--- src/rtl/pipe_pkg.sv ---
// Shared types and constants for the pipeline sequencer slice.
package pipe_pkg;

  typedef enum logic [1:0] {
    RUN    = 2'd0,
    DRAIN  = 2'd1,
    HALTED = 2'd2
  } state_t;

  // Fetching this word ends the program.
  localparam logic [31:0] STOP_WORD = 32'hFFFF_FFFF;

  // Opcode field values of the instructions the ID-side decode cares about.
  localparam logic [5:0] OP_LW  = 6'h23;
  localparam logic [5:0] OP_BEQ = 6'h04;
  localparam logic [5:0] OP_BNE = 6'h05;
  localparam logic [5:0] OP_J   = 6'h02;

endpackage

--- src/rtl/load_use_detect.sv ---
// Load-use hazard detector: the instruction in ID needs a register that the
// load currently in EX has not yet produced. Register $0 never creates a hazard.
module load_use_detect (
  input  logic [4:0] id_rs,
  input  logic [4:0] id_rt,
  input  logic       id_uses_rt,
  input  logic       ex_mem_read,
  input  logic [4:0] ex_rt,
  output logic       stall
);

  // rs is always a source; rt only when the ID instruction reads it.
  always_comb begin
    stall = ex_mem_read && (ex_rt != 5'd0) &&
            ((ex_rt == id_rs) || (id_uses_rt && (ex_rt == id_rt)));
  end

endmodule

--- src/rtl/pipe_seq_ctrl.sv ---
// Central sequencer for the 5-stage pipeline: PC / IF-ID / ID-EX strobes,
// load-use stalls, branch/jump flushes, stop-word drain and halt, statistics.
module pipe_seq_ctrl
  import pipe_pkg::*;
#(
  parameter int DRAIN_CYCLES = 4,
  parameter int CNT_W        = 32
) (
  input  logic             CLK,
  input  logic             RESET,
  input  logic [31:0]      if_instr,
  input  logic [4:0]       id_rs,
  input  logic [4:0]       id_rt,
  input  logic             id_uses_rt,
  input  logic             id_beq,
  input  logic             id_bne,
  input  logic             id_jump,
  input  logic             id_equal,
  input  logic             ex_mem_read,
  input  logic [4:0]       ex_rt,
  output logic             pc_write,
  output logic             if_id_write,
  output logic             if_id_flush,
  output logic             id_ex_bubble,
  output logic             pc_src_taken,
  output logic             halted,
  output logic [CNT_W-1:0] cycle_count,
  output logic [CNT_W-1:0] stall_count
);

  localparam int DW = (DRAIN_CYCLES > 1) ? $clog2(DRAIN_CYCLES) : 1;

  state_t        state, state_next;
  logic [DW-1:0] drain_cnt, drain_cnt_next;
  logic          stall, taken, stop_seen;

  load_use_detect u_load_use_detect (
    .id_rs       (id_rs),
    .id_rt       (id_rt),
    .id_uses_rt  (id_uses_rt),
    .ex_mem_read (ex_mem_read),
    .ex_rt       (ex_rt),
    .stall       (stall)
  );

  // A stall holds the branch in ID, so it is resolved only once the stall clears;
  // a stop word behind a taken branch is on the wrong path and is ignored.
  always_comb begin
    taken     = !stall && (id_jump || (id_beq && id_equal) || (id_bne && !id_equal));
    stop_seen = (if_instr == STOP_WORD) && !stall && !taken;
  end

  // Next-state and strobe decode; reset forces the safe "frozen" strobes.
  always_comb begin
    // NOTE: every output and next-state term gets a default first, so no path infers a latch.
    state_next     = state;
    drain_cnt_next = drain_cnt;
    pc_write       = 1'b0;
    if_id_write    = 1'b0;
    if_id_flush    = 1'b0;
    id_ex_bubble   = 1'b1;
    pc_src_taken   = 1'b0;
    if (!RESET) begin
      case (state)
        RUN: begin
          pc_write     = !stall;
          if_id_write  = !stall;
          id_ex_bubble = stall;
          if_id_flush  = taken;
          pc_src_taken = taken;
          if (stop_seen) begin
            // Freeze the PC and keep the stop word itself out of ID.
            state_next     = DRAIN;
            drain_cnt_next = DW'(DRAIN_CYCLES - 1);
            pc_write       = 1'b0;
            if_id_flush    = 1'b1;
          end
        end
        DRAIN: begin
          if_id_write  = 1'b1;
          if_id_flush  = 1'b1;
          id_ex_bubble = stall;
          if (!stall) begin
            if (drain_cnt == '0) state_next = HALTED;
            else                 drain_cnt_next = drain_cnt - DW'(1);
          end
        end
        HALTED: ;
        default: state_next = RUN;
      endcase
    end
  end

  // State, drain counter and the sticky halted flag.
  always_ff @(posedge CLK or posedge RESET) begin
    if (RESET) begin
      state     <= RUN;
      drain_cnt <= '0;
      halted    <= 1'b0;
    end else begin
      // NOTE: sequential state uses non-blocking assignments so every flop samples pre-edge values.
      state     <= state_next;
      drain_cnt <= drain_cnt_next;
      halted    <= (state_next == HALTED);
    end
  end

  // Saturating statistics: active cycles and load-use stall cycles.
  always_ff @(posedge CLK or posedge RESET) begin
    if (RESET) begin
      cycle_count <= '0;
      stall_count <= '0;
    end else if (state != HALTED) begin
      if (cycle_count != '1)          cycle_count <= cycle_count + CNT_W'(1);
      if (stall && stall_count != '1) stall_count <= stall_count + CNT_W'(1);
    end
  end

endmodule

--- config.mk ---
export PLATFORM = sky130hd
export DESIGN_NAME = pipe_seq_ctrl
export DESIGN_NICKNAME = d
export VERILOG_FILES = /design/src/rtl/pipe_pkg.sv /design/src/rtl/load_use_detect.sv /design/src/rtl/pipe_seq_ctrl.sv
export SDC_FILE = /design/constraint.sdc
export NUM_CORES = 1
export LEC_CHECK = 0
export ABC_AREA = 1
export BUFFER_PORTS_ARGS = -buffer_cell sky130_fd_sc_hd__buf_4
export CAP_MARGIN = 20
export CORE_ASPECT_RATIO = 1.2
export CORE_MARGIN = 2
export CORE_UTILIZATION = 43
export CTS_CLUSTER_SIZE = 14
export DETAILED_ROUTE_END_ITERATION = 10
export PLACE_DENSITY = 0.74
export SETUP_SLACK_MARGIN = 0.02
export SLEW_MARGIN = 20
export SYNTH_ARGS = -nofsm -noshare
export SYNTH_HDL_FRONTEND = slang
export SYNTH_SLANG_ARGS = --single-unit
--- constraint.sdc ---
create_clock -name CLK -period 7.6 [get_ports CLK]
set_input_delay 1.9 -clock CLK [delete_from_list [all_inputs] [get_ports CLK]]
set_output_delay 1.9 -clock CLK [all_outputs]
set_load 0.01 [all_outputs]
### After elaboration in Yosys (flattened, before gate mapping)

Index checks and enable logic that the tools add are counted.

| operators by class | value |
|---|---|
| reduce and logical (&&, ||, !) cells | 23 |
| eq/ne operators | 12 |
| add/sub/neg operators | 3 |
| bitwise logic cells | 1 |
| mux-type cells | 21 |

Operator list:

| kind | number |
|---|---|
| $add 32x1->32 const B | 2 |
| $ne 32x32->1 const B | 2 |
| $eq 32x32->1 const B | 1 |
| $mux 2 | 7 |
| $eq 5x5->1 | 2 |
| $mux 1 | 10 |
| $logic_and 1x1->1 | 9 |
| $ne 2x2->1 const B | 4 |
| $pmux 2 s3 | 1 |
| $reduce_and 5->1 | 1 |
| $reduce_bool 5->1 | 1 |
| $eq 2x2->1 const B | 2 |
| $logic_not 2->1 | 2 |
| $pmux 1 s2 | 2 |
| $pmux 2 s2 | 1 |
| $reduce_and 2->1 | 2 |
| $logic_not 1->1 | 3 |
| $logic_or 1x1->1 | 3 |
| $eq 2x1->1 const B | 1 |
| $reduce_bool 2->1 | 1 |
| $reduce_or 2->1 | 1 |
| $sub 2x1->2 const B | 1 |
| $not 1->1 | 1 |

| storage, ports and cells | value |
|---|---|
| logic and storage cells | 65 |
| bits in registers | 69 |
| output and inout bits | 70 |
| input bits | 55 |

### Longest topological paths before layout

Gate-level depths: netlist of the first run.

| logic depth | value |
|---|---|
| depth in word-level cells | 12 |
| depth in mapped cells | 13 |

### Modules after synthesis

A second synthesis of the first run with hierarchy kept.

| second synthesis, totals | value |
|---|---|
| cells, all modules | 718 |
| area total of the unflattened synthesis | 4,708.3 µm² |

By module, submodules not included:

| module | cells each | area an instance (µm²) | sequential area each (µm²) | times used |
|---|---|---|---|---|
| pipe_seq_ctrl | 666 | 4,501.8 | 1,726.7 | 1 |
| load_use_detect | 52 | 206.4 | 0.0 | 1 |

### Worst setup path after synthesis of the first run

No wires, ideal clock.

| timing | value |
|---|---|
| path type | in2out |
| start | input port RESET |
| end | output port if_id_flush |
| cell stages on the path | 3 |
| path buffers | 0 |
| slack | 1.901 ns |
| required time | 5.700 ns |
| data arrival time | 3.799 ns |
| cells stage by stage | inv_1 -> a21oi_1 -> a21oi_1 |

| on the way | value |
|---|---|
| longest elaborated chain between the ends | 1 |

RTL lines:

| what | RTL line | text |
|---|---|---|
| start, declared | pipe_seq_ctrl.sv:10 | `input logic RESET,` |
| $mux 1 | pipe_seq_ctrl.sv:63 | `if (!RESET) begin` |
| end, declared | pipe_seq_ctrl.sv:23 | `output logic if_id_flush,` |

Every way passes these cells.

### Worst setup path in the final report of the first run

| timing | value |
|---|---|
| start | input port ex_rt[3] |
| end | output port if_id_flush |

| on the way | value |
|---|---|
| longest elaborated chain between the ends | 11 |
| elaborated cells on any way between the ends | 15 |
| classes of those cells | 2 x eq/ne; 3 x mux; 10 x reduce/logical |

RTL lines:

| what | RTL line | text |
|---|---|---|
| start, declared | pipe_seq_ctrl.sv:20 | `input logic [4:0] ex_rt,` |
| $eq 5x5->1 | load_use_detect.sv:15 | `((ex_rt == id_rs) \|\| (id_uses_rt && (ex_rt == id_rt)));` |
| $logic_and 1x1->1 | load_use_detect.sv:15 |  |
| $logic_or 1x1->1 | load_use_detect.sv:15 |  |
| $logic_and 1x1->1 * | load_use_detect.sv:14 | `stall = ex_mem_read && (ex_rt != 5'd0) &&` |
| $logic_not 1->1 * | -- |  |
| $logic_and 1x1->1 | pipe_seq_ctrl.sv:49 | `taken = !stall && (id_jump \|\| (id_beq && id_equal) \|\| (id_bne && !id_equal));` |
| $logic_not 1->1 | pipe_seq_ctrl.sv:50 | `stop_seen = (if_instr == STOP_WORD) && !stall && !taken;` |
| $logic_and 1x1->1 | pipe_seq_ctrl.sv:50 |  |
| $mux 1 * | pipe_seq_ctrl.sv:71 | `if (stop_seen) begin` |
| $pmux 1 s2 * | pipe_seq_ctrl.sv:64 | `case (state)` |
| $mux 1 * | pipe_seq_ctrl.sv:63 |  |

Every way passes the cells marked *; elsewhere a longest branch is shown, timed or not.

==> results.json, run 1 <==
{
  "critPathMaxStageDelay_ns": 0.26,
  "min_period_ns": 4.96,
  "hold_viol": 0,
  "required_ns": 5.70,
  "synth_nets": 725,
  "grt.overflow.total": 0,
  "drv_slew": 0,
  "dp.final_hpwl_microns": 9370,
  "rows": 41,
  "dp_slack_ns": 2.62,
  "initial_utilization_pct": 44.2,
  "syn_inst": 667,
  "drc": 0,
  "total_power_uw": 1300,
  "die_x_microns": 99.1,
  "ant_nets": 0,
  "crit_path_frequent_cell": "nand2_1",
  "grt_pass1_wl_microns": 20700,
  "hp-class": "reg -> reg",
  "wl_per_cell_microns": 13.0,
  "ctsHtreeMaxLevel": 3,
  "top_level_ports": 125,
  "timing_worst_setup_path_type": "in -> out",
  "arrival_ns": 3.06,
  "antennaDiodeCount": 0,
  "dr.pass1.iters": 5,
  "grt_start_max_net_pins": 71,
  "cp_slowest_cell": "o21ai_0",
  "path_buf_inv": 3,
  "tns_ns": 0,
  "tightest_slew_ns": 0.898,
  "die_area_sq_um": 11700,
  "design.core.area_sq_um": 10600,
  "wl_microns": 12000,
  "start_kind": "primary input",
  "max_cap_violations": 0,
  "cts_resized": 0,
  "slew_headroom_pct": 40.2,
  "vdd_ir_drop_max_mv": 0.124,
  "fin_crit_sh_pct": 65.3,
  "viasPerCell": 4.99,
  "synth_cell_types": 31,
  "syn_area_sq_um": 4670,
  "layout_setup_ws_ns": 2.64,
  "p_per_area_nw_per_um2": 217,
  "cts_root_buf": "clkbuf_16",
  "cts_sinks": 69,
  "cts_setup_buffers": 0,
  "vias": 4626,
  "end_kind": "primary output",
  "io_buffers": 124,
  "path_clk_slew_ns": 0.05,
  "worstPathCellList": "buf_4 -> inv_1 -> nand2_1 -> nand2_1 -> nor2_1 -> nand3_1 -> nand2_1 -> nand2_1 -> o21ai_0 -> a21oi_1 -> buf_4",
  "clock_skew_ns": 0.00556,
  "seq_area_frac_synth_pct": 37.0,
  "grt_usage_pct": 21.4,
  "max-clock-path-buffers": 2,
  "setup_viol_count_final": 0,
  "drtIter0Drc": 185,
  "synth.ff_latch_count": 69,
  "cts_tree": "built",
  "grt_pass1_vias": 4438,
  "path_max_fanout": 4,
  "synth_warnings": 0,
  "status": "finished, final reports clean",
  "p_leak_uw": 0.00297,
  "antenna_found_initial": 0,
  "fmax_mhz": 202,
  "gp_congestion": 0.899,
  "final_core_util_pct": 56.5,
  "cp_top_family": "simple AND/OR/NAND/NOR gates",
  "clk_latency_ns": 0.33,
  "area_growth_pct": 27.9,
  "holdBufCountCts": 0,
  "rsz0062_at_grt": "no",
  "cts_buffers": 9,
  "syn_avg_cell_area_sq_um": 7.00,
  "fp.dieH_microns": 118,
  "drive_above_1_share_pct": 23.1,
  "finalNetCount": 853
}
## worst reg2reg max path: cells and delay by family, from the launching register on
kind / cells / cell delay, ns
simple gates: 7 / 1.02
compound gates: 2 / 0.25
fa+ha+maj: 1 / 0.19
flops: 1 / 0.41
buf+inv: 2 / 0.33
## per-stage QoR
step	instances	area, sq um	hold slack (ns)
after floorplan	667	4670	0.442
after global placement	913	5680	0.458
after detailed placement	913	5680	0.482
after CTS	927	5970	0.493
after global routing	927	5970	0.526
final	927	5970	0.486
## cell type report
cell class                 instances  area [sq um]
inverter                          78           298
sequential                        69          1730
timing repair buffer             125           938
multi-input combinational        512          2560
clock buffer                      13           280
clock inverter                     1          5.00
tap                              129           161
fill                            1006          4600
## worst paths after layout
check,start,to,slack (ns),cells after the start
max,ex_rt[3],if_id_flush,2.64,11
min,drain_cnt[1],drain_cnt[1],0.49,2
max reg2reg,stall_count[0],stall_count[26],5.27,12
min reg2reg,drain_cnt[1],drain_cnt[1],0.49,2
max in group asynchronous,RESET,stall_count[10],5.12,3
min in group asynchronous,RESET,halted,1.85,3
## registers in the layout (all words and copies together) (netlist names)
| name | cells |
|---|---|
| halted | 1 |
| stall_count | 32 |
| drain_cnt | 2 |
| state | 2 |
| cycle_count | 32 |
## power by group
| group | internal [uW] | switching, uW | total (uW) |
|---|---|---|---|
| Clock | 252 | 147 | 399 |
| Combinational | 177 | 220 | 397 |
| Sequential | 431 | 70.7 | 502 |
## cell usage in the layout, fill, tap and decap left out, drive strengths merged
master / instances
clkinv: 2
nor2: 93
nand3: 20
nor3: 33
dfrtp: 69
ha: 3
a21oi: 5
buf: 125
or3: 1
nor3b: 1
clkbuf: 13
o21ai: 30
nor4: 1
xnor2: 17
xor2: 38
and2: 1
nand2: 244
nand4: 21
a21boi: 2
inv: 77
nand3b: 2
## kinds of logic after synthesis
group           synth area share (%)
buf+inv                         8.15
compound gates                  5.28
simple gates                    38.4
flops                           37.0
fa+ha+maj                      0.804
xor+xnor                        10.3
## routing by layer
metal	global-route usage [%]	vias up	share of wire (%)
li1	-	2345	-
met1	26.6	2144	42
met2	37.5	117	51
met3	3.44	20	4.6
met4	6.51	0	2.0
met5	0	-	0
## Yosys cell counts (all sizes together)
library cell | n | area share [%]
nand3b | 2 | 0.48
nor3b | 1 | 0.16
nor2 | 93 | 8.0
clkinv | 1 | 0.080
nor3 | 33 | 4.0
a21oi | 5 | 0.54
nand2 | 244 | 20
xnor2 | 17 | 3.2
nor4 | 1 | 0.13
or3 | 1 | 0.13
dfrtp | 69 | 37
and2 | 1 | 0.13
nand3 | 20 | 2.1
nand4 | 21 | 2.9
buf | 8 | 1.8
inv | 77 | 6.3
xor2 | 38 | 7.1
ha | 3 | 0.80
a21boi | 2 | 0.32
o21ai | 30 | 4.4
Power figures use the tool's default switching activity.
==> inputs of run 2 (changes only) <==
--- a/config.mk
+++ b/config.mk
@@ -13,7 +13,7 @@
 export CORE_UTILIZATION = 43
 export CTS_CLUSTER_SIZE = 14
 export DETAILED_ROUTE_END_ITERATION = 10
-export PLACE_DENSITY = 0.74
+export PLACE_DENSITY = 0.77
 export SETUP_SLACK_MARGIN = 0.02
 export SLEW_MARGIN = 20
 export SYNTH_ARGS = -nofsm -noshare
==> constraint.sdc (replaced) <==
create_clock -name CLK -period 4 [get_ports CLK]
set_input_delay 1 -clock CLK [delete_from_list [all_inputs] [get_ports CLK]]
set_output_delay 1 -clock CLK [all_outputs]
set_load 0.01 [all_outputs]
==> results.json, run 2 (synthesis gave the netlist of run 1 again) <==
{
  "clk_latency_ns": 0.33,
  "cts_setup_buffers": 0,
  "final_common_cell": "nand2_1",
  "placed_cell_area_sq_um": 5680,
  "p_per_area_nw_per_um2": 412,
  "dp.final_hpwl_microns": 9150,
  "layout_setup_ws_ns": 0.888,
  "globalRouteMet2Util_pct": 36.7,
  "hp-class": "reg -> reg",
  "antennaDiodeCount": 0,
  "grt_use_met1_pct": 25.4,
  "grtUsageMet3_pct": 3.15,
  "hold_viol": 0,
  "max-clock-path-buffers": 2,
  "fin_crit_sh_pct": 77.8,
  "grt_pass1_vias": 4438,
  "end_kind": "primary output",
  "fmax_mhz": 321,
  "die_x_microns": 99.1,
  "wl_microns": 12100,
  "die_area_sq_um": 11700,
  "nFillCells": 1007,
  "cts_buffers": 9,
  "tns_ns": 0,
  "finalNetCount": 853,
  "busiest_layer": "met2",
  "p_leak_uw": 0.00295,
  "tightest_slew_ns": 0.883,
  "path_clk_slew_ns": 0.06,
  "cts_root_buf": "clkbuf_16",
  "drc": 0,
  "antenna_found_initial": 0,
  "hold_path_end": "drain_cnt[1]",
  "ant_nets": 0,
  "mostFrequentLayoutCells": "nand2_1 (234), buf_4 (125), nor2_1 (88), inv_1 (69), dfrtp_1 (69)",
  "finalInstanceArea_sq_um": 5960,
  "dr.pass1.iters": 5,
  "viasPerCell": 4.95,
  "setup_viol_count_final": 0,
  "reg_top3": "cycle_count (32), stall_count (32)",
  "grt_pass1_wl_microns": 20500,
  "grt_usage_pct": 21.2,
  "total_power_uw": 2460,
  "whs_ns": 0.468,
  "io_buffers": 124,
  "wl_per_cell_microns": 13.0,
  "gp_congestion": 0.914,
  "cts_resized": 0,
  "dp_slack_ns": 0.852,
  "clock_skew_ns": 0.00869,
  "vdd_ir_drop_max_mv": 0.194,
  "r2r_cells": 12,
  "fp.dieH_microns": 118,
  "timing_worst_setup_path_type": "in -> out",
  "area_growth_pct": 27.7,
  "ctsHtreeMaxLevel": 3,
  "hold_start": "drain_cnt[1]",
  "drive_above_1_share_pct": 23.1,
  "slew_headroom_pct": 41.2,
  "ff2ff_setup_slack_ns": 1.69,
  "grt.overflow.total": 0,
  "initial_utilization_pct": 44.2,
  "drtIter0Drc": 135,
  "path_max_fanout": 4,
  "status": "finished, final reports clean",
  "holdBufCountCts": 0,
  "holdPathStages": 2,
  "design.core.area_sq_um": 10600,
  "top_level_ports": 125,
  "r2r-end": "stall_count[26]",
  "required_ns": 3.00,
  "max_cap_violations": 0,
  "cts_sinks": 69,
  "rows": 41,
  "rsz0062_at_grt": "no",
  "cts_tree": "built",
  "start_kind": "primary input",
  "arrival_ns": 2.11,
  "grt_start_max_net_pins": 71,
  "drv_slew": 0,
  "min_period_ns": 3.11,
  "reg2reg_from": "stall_count[0]",
  "vias": 4598
}
-- run 2: changes by cell type in the layout (fill, tap and decap cells not counted) --
cell,delta
clkinvlp_4,+4
clkbuf_8,-4
inv_6,+2
clkbuf_1,+1
clkinv_2,-1
-- run 2: how the worst max path moves through the flow --
stage          startpoint     endpoint  slack [ns]
6_report         ex_rt[0]  if_id_flush        0.89
2_1_floorplan       RESET  if_id_flush        0.10
3_3_place_gp     ex_rt[2]  if_id_flush        0.88
5_1_grt          ex_rt[4]  if_id_flush        0.71
4_1_cts          ex_rt[2]  if_id_flush        0.85
3_5_place_dp     ex_rt[2]  if_id_flush        0.85
-- run 2: layout make-up --
type	instances	area (sq um)	area share, %
multi-input combinational	512	2560	42.9
sequential	69	1730	29.0
timing repair buffer	125	938	15.7
inverter	78	298	5.00
clock buffer	10	229	3.84
tap	129	161	2.71
clock inverter	6	47.5	0.798
-- run 2: metal layers --
metal	part of all wire (%)	vias up
li1	-	2358
met1	41	2093
met2	51	113
met3	3.8	34
met4	3.3	0
met5	0	-
-- run 2: where the power goes --
| part | internal (uW) | total, uW | switching (uW) | leakage [uW] |
|---|---|---|---|---|
| Clock | 424 | 746 | 322 | 0.000122 |
| Sequential | 818 | 957 | 139 | 0.000922 |
| Combinational | 337 | 755 | 418 | 0.00191 |
| Total | 1580 | 2460 | 879 | 0.00295 |
-- run 2: through the flow --
step                instances  utilization [%]
global route              929             56.4
detailed placement        913             53.8
global placement          913             53.8
floorplan                 667                -
finish                    929             56.4
CTS                       929             56.4
-- run 2: critical path: stages --
cell and delay (ns):
buf_4 0.11, inv_1 0.09, nor2_1 0.05, nor2_1 0.09
nand3_1 0.08, nand2_1 0.10, nand2_1 0.10, o21ai_0 0.27
a21oi_1 0.07, buf_4 0.15
